===== src/rtl/kseq_pkg.sv =====
// Shared types and constants for the kernel-word sequencer.
package kseq_pkg;

  typedef enum logic [1:0] {
    KSEQ_ONESHOT     = 2'b00,
    KSEQ_LOOP        = 2'b01,
    KSEQ_ONESHOT_SR2 = 2'b10,
    KSEQ_LOOP_SR2    = 2'b11
  } kseq_mode_e;

  typedef enum logic {
    IDLE = 1'b0,
    RUN  = 1'b1
  } kseq_state_e;

  localparam logic [2:0] SHIFTRIGHT2 = 3'b001;

endpackage


===== src/rtl/kseq_mem.sv =====
// DEPTH x WIDTH register file: async reset to zero, one write port,
// one combinational read port.
module kseq_mem #(
  parameter int WIDTH = 8,
  parameter int DEPTH = 5,
  parameter int AW    = $clog2(DEPTH)
) (
  input  logic             clk,
  input  logic             rst_n,
  input  logic             we,
  input  logic [AW-1:0]    waddr,
  input  logic [WIDTH-1:0] wdata,
  input  logic [AW-1:0]    raddr,
  output logic [WIDTH-1:0] rdata
);

  logic [WIDTH-1:0] mem [DEPTH];

  // Decoded loops keep out-of-range addresses harmless for non-power-of-two DEPTH.
  always_ff @(posedge clk or negedge rst_n) begin
    if (!rst_n) begin
      for (int unsigned i = 0; i < DEPTH; i++) mem[i] <= '0;
    end else if (we) begin
      for (int unsigned i = 0; i < DEPTH; i++)
        if (waddr == AW'(i)) mem[i] <= wdata;
    end
  end

  always_comb begin
    rdata = '0;
    for (int unsigned i = 0; i < DEPTH; i++)
      if (raddr == AW'(i)) rdata = mem[i];
  end

endmodule


===== src/rtl/kernel_sequencer.sv =====
// Loads kernel words into a register file, then replays them over a
// valid/ready stream in one-shot or loop mode, optionally shifted right by 2.
module kernel_sequencer
  import kseq_pkg::*;
#(
  parameter int WIDTH = 8,
  parameter int DEPTH = 5,
  parameter int AW    = $clog2(DEPTH)
) (
  input  logic             clk,
  input  logic             rst_n,
  input  logic             wr_en,
  input  logic [AW-1:0]    wr_addr,
  input  logic [WIDTH-1:0] wr_data,
  input  logic [AW:0]      cfg_len,
  input  logic [1:0]       mode,
  input  logic             start,
  input  logic             stop,
  output logic             out_valid,
  input  logic             out_ready,
  output logic [WIDTH-1:0] out_data,
  output logic             busy,
  output logic             done,
  output logic [AW-1:0]    ptr
);

  localparam logic [AW:0] DEPTH_L = (AW+1)'(DEPTH);

  kseq_state_e      state, state_d;
  kseq_mode_e       mode_q, mode_d;
  logic [AW:0]      len_q, len_d, len_clamp;
  logic [AW-1:0]    ptr_d;
  logic             done_d;
  logic             mem_we;
  logic             last;
  logic             shift;
  logic [WIDTH-1:0] rdata;

  kseq_mem #(.WIDTH(WIDTH), .DEPTH(DEPTH), .AW(AW)) u_mem (
    .clk   (clk),
    .rst_n (rst_n),
    .we    (mem_we),
    .waddr (wr_addr),
    .wdata (wr_data),
    .raddr (ptr),
    .rdata (rdata)
  );

  assign len_clamp = (cfg_len == '0 || cfg_len > DEPTH_L) ? DEPTH_L : cfg_len;
  assign last      = ({1'b0, ptr} == len_q - 1'b1);
  assign shift     = (mode_q == KSEQ_ONESHOT_SR2) || (mode_q == KSEQ_LOOP_SR2);

  assign out_valid = (state == RUN);
  assign busy      = (state == RUN);
  assign out_data  = (state != RUN) ? '0 :
                     shift ? {2'b00, rdata[WIDTH-1:2]} : rdata;

  always_comb begin
    state_d = state;
    ptr_d   = ptr;
    len_d   = len_q;
    mode_d  = mode_q;
    done_d  = 1'b0;
    mem_we  = 1'b0;
    unique case (state)
      IDLE: begin
        mem_we = wr_en && ({1'b0, wr_addr} < DEPTH_L);
        if (start && !stop) begin
          state_d = RUN;
          ptr_d   = '0;
          len_d   = len_clamp;
          mode_d  = kseq_mode_e'(mode);
        end
      end
      RUN: begin
        if (stop) begin
          state_d = IDLE;
          ptr_d   = '0;
        end else if (out_ready) begin
          if (!last) begin
            ptr_d = ptr + 1'b1;
          end else if (mode_q == KSEQ_LOOP || mode_q == KSEQ_LOOP_SR2) begin
            ptr_d = '0;
          end else begin
            state_d = IDLE;
            ptr_d   = '0;
            done_d  = 1'b1;
          end
        end
      end
      default: state_d = IDLE;
    endcase
  end

  always_ff @(posedge clk or negedge rst_n) begin
    if (!rst_n) begin
      state  <= IDLE;
      ptr    <= '0;
      len_q  <= '0;
      mode_q <= KSEQ_ONESHOT;
      done   <= 1'b0;
    end else begin
      state  <= state_d;
      ptr    <= ptr_d;
      len_q  <= len_d;
      mode_q <= mode_d;
      done   <= done_d;
    end
  end

endmodule


===== config.mk =====
export PLATFORM = sky130hd
export DESIGN_NAME = kernel_sequencer
export DESIGN_NICKNAME = d
export VERILOG_FILES = /design/src/rtl/kseq_pkg.sv /design/src/rtl/kseq_mem.sv /design/src/rtl/kernel_sequencer.sv
export SDC_FILE = /design/constraint.sdc
export NUM_CORES = 1
export LEC_CHECK = 0
export ABC_AREA = 1
export CAP_MARGIN = 5
export CORE_ASPECT_RATIO = 0.9
export CORE_MARGIN = 8
export CORE_UTILIZATION = 49
export CTS_CLUSTER_SIZE = 25
export DETAILED_ROUTE_END_ITERATION = 6
export HOLD_SLACK_MARGIN = 0.15
export PLACE_DENSITY = 0.75
export SLEW_MARGIN = 5
export SYNTH_ARGS = -nofsm -noshare
export SYNTH_HDL_FRONTEND = slang
export SYNTH_SLANG_ARGS = --single-unit

===== constraint.sdc =====
create_clock -name clk -period 1.98 [get_ports clk]
set_input_delay 0.396 -clock clk [delete_from_list [all_inputs] [get_ports clk]]
set_output_delay 0.396 -clock clk [all_outputs]
set_load 0.01 [all_outputs]

==> results.toml, run 1 <==
[detailed_routing]
drc = 0
routed_via_density = 5.29
wl_per_cell_um = 15.5
drtIter0Drc = 243
drt-total-wl_mm = 7.51
detail-route-antenna-nets = 0
firstDrtPassIters = 5
num_vias = 2556

[timing]
holdWs_ns = 0.494
setup_viol = 8
finalMaxSlewViolations = 0
tightest_slew_ns = 0.532
min_period_ns = 2.35
hold_violations = 0
setup_ws_ns = -0.369
setup_tns_ns = -2.71
slew_headroom_pct = 64.5
grt_setup_unrepaired = "yes"
finClkSkew_ns = 0.00974
timing.fmax_mhz = 426
period_share_pct = 119

[yosys]
syn_nets = 382
syn_area_per_cell_um2 = 7.77
yosysSeqAreaShare_pct = 46.5
yosysWarnings = 0
synth_cells = 353
synth.distinct_cells = 26
ys_ff_latch = 51
synth_top_area_share_pct = 46.5
synth_area_leader_cell = "dfrtp_1"
syn_area_um2 = 2740
synth_area_leaders = "dfrtp_1 (47%), nand2_1 (14%), o21ai_0 (8.8%)"

[clocking]
cts_buffers = 5
clock_sinks = 51
htree_levels = 2
cts_tree = "done"
clk_pin_slew_ns = 0.09
cts_root_buf = "clkbuf_8"
ctsLongestPathBuffers = 2
insertion_delay_ns = 0.31

[grt]
grt_pass1_wl_mm = 11.8
grt.overflow.total = 0
antenna_found_initial = 0
grt_max_degree = 52
grt_use_total_pct = 18.0
grt_pass1_vias = 2388

[power_and_ir_drop]
leakage_nw = 1.79
p_per_area_nw_per_um2 = 878
ir_drop_mv = 0.388

[placed_design]
port_buffers = 36
place_congestion = 0.829
dp_hpwl_mm = 4.92
place_inst = 460
placedInstanceArea_um2 = 3220

[floorplanning]
coreArea_um2 = 5530
ios = 37
dieArea_um2 = 8250
die_width_um = 94.9
die_h_um = 87.0
start_util_pct = 49.6
rows = 26

[worst_setup_path]
r2r_setup_slack_ns = 0.35
startpoint_type = "register"
required_ns = 1.58
worstPathArrival_ns = 1.95
crit_fanout = 4
worstSetupEndpointType = "primary output"
path_class = "register to primary output"

[layout]
diodes = 0
area_delta_synth_final_pct = 32.4
final_common_cell = "nand2_1"
final_area_um2 = 3630
layout.nets = 442
final_cell_mix = "nand2_1 (88), dfrtp_1 (49), o21ai_0 (46)"
drive_gt1_share_pct = 27.4
finalNonFillerCells = 483
fin_util_pct = 65.7

[hold_path]
min_path_type = "register to register"

[status]
status = "finished with violations"
violations = "setup timing"

[run]
cap_viol_max_count = 0
-- power by group --
part | internal (W) | total (W) | leakage, nW | switching, W
clock | 0.000275 | 0.000614 | 0.0470 | 0.000339
sequential | 0.00128 | 0.00143 | 0.643 | 0.000148
combinational | 0.000494 | 0.00115 | 1.10 | 0.000655
-- cell families after synthesis --
logic type                 Yosys count  share of synthesized area (%)
DFF                                 51                           46.5
xor gates and xnor gates             4                           1.28
adders and majority gates            6                           2.74
buffers and inverters               64                           10.0
and+or+nand+nor                    163                           26.3
AOI/OAI and AO/OA                   65                           13.2
-- worst paths after layout --
check,start,end,depth (start not counted)
worst max-delay path,ptr[1]$_DFFE_PN0P_,out_data[0],14
worst min-delay path,u_mem.mem[18]$_DFFE_PN0P_,u_mem.mem[18]$_DFFE_PN0P_,2
worst max register to register,len_q[0]$_DFFE_PN0P_,ptr[1]$_DFFE_PN0P_,7
worst min register to register,u_mem.mem[18]$_DFFE_PN0P_,u_mem.mem[18]$_DFFE_PN0P_,2
max in group asynchronous,rst_n,ptr[0]$_DFFE_PN0P_,3
min in group asynchronous,rst_n,u_mem.mem[25]$_DFFE_PN0P_,3
-- state kept, by name, summed over array words and instances (netlist names) --
register	cells
busy	1
done	1
len_q	4
ptr	3
mode_q	2
u_mem.mem	40
-- metal layers --
metal	GRT usage, %	wire length, um
met3	3.45	394
met2	29.8	3700
met1	22.7	3250
met5	0	0
met4	6.66	162
-- Yosys cell counts (all sizes together) --
| library cell | n |
|---|---|
| xor2 | 1 |
| xnor2 | 3 |
| inv | 52 |
| dfrtp | 51 |
| o31ai | 1 |
| buf | 8 |
| a21oi | 3 |
| ha | 6 |
| nand4 | 5 |
| clkinv | 1 |
| nand3 | 41 |
| o21ai | 61 |
| nor2 | 17 |
| clkbuf | 3 |
| nand2 | 100 |
-- stage by stage --
| stage | total power [W] | worst slack (ns) |
|---|---|---|
| final | 0.00319 | -0.369 |
| after global routing | 0.00337 | -0.484 |
| after CTS | 0.00309 | -0.314 |
| after detailed placement | 0.00232 | -0.481 |
| after global placement | 0.00227 | -0.399 |
| after floorplan | 0.00198 | 0.0306 |
-- worst max-delay path, cell delays in order (launching register included) --
cell     delay, ns
dfrtp_1       0.42
inv_2         0.13
ha_4          0.17
inv_2         0.05
nor2_4        0.11
buf_4         0.13
nand3_1       0.07
nand2_1       0.07
nand2_1       0.05
nand2_1       0.05
nand2_1       0.05
nand2_1       0.05
nand2_1       0.05
nor2_2        0.10
buf_2         0.13
-- layout make-up --
type	count	area [um^2]
Fill cell	430	1900
Multi-Input combinational cell	238	1400
Sequential cell	51	1280
Timing Repair Buffer	64	576
Inverter	53	208
Tap cell	70	87.6
Clock buffer	6	82.6
Clock inverter	1	5.00
-- repair_timing --
action                                  in CTS  in global routing
endpoints found under the hold margin       51                  0
resized for setup                           83                 10
endpoints found under the setup margin       8                  8
cloned                                       1                  0
hold buffers                                 1                  0
pin swaps                                   17                  8
setup buffers                                9                  5
Note: power is estimated with default switching activity, not from simulation.
==> run 2: changes to the inputs <==
- SLEW_MARGIN: 5 -> 10
- TNS_END_PERCENT: unset -> 100
==> results of run 2 <==
No change in the layout: final DEF, timing and power equal those of run 1.
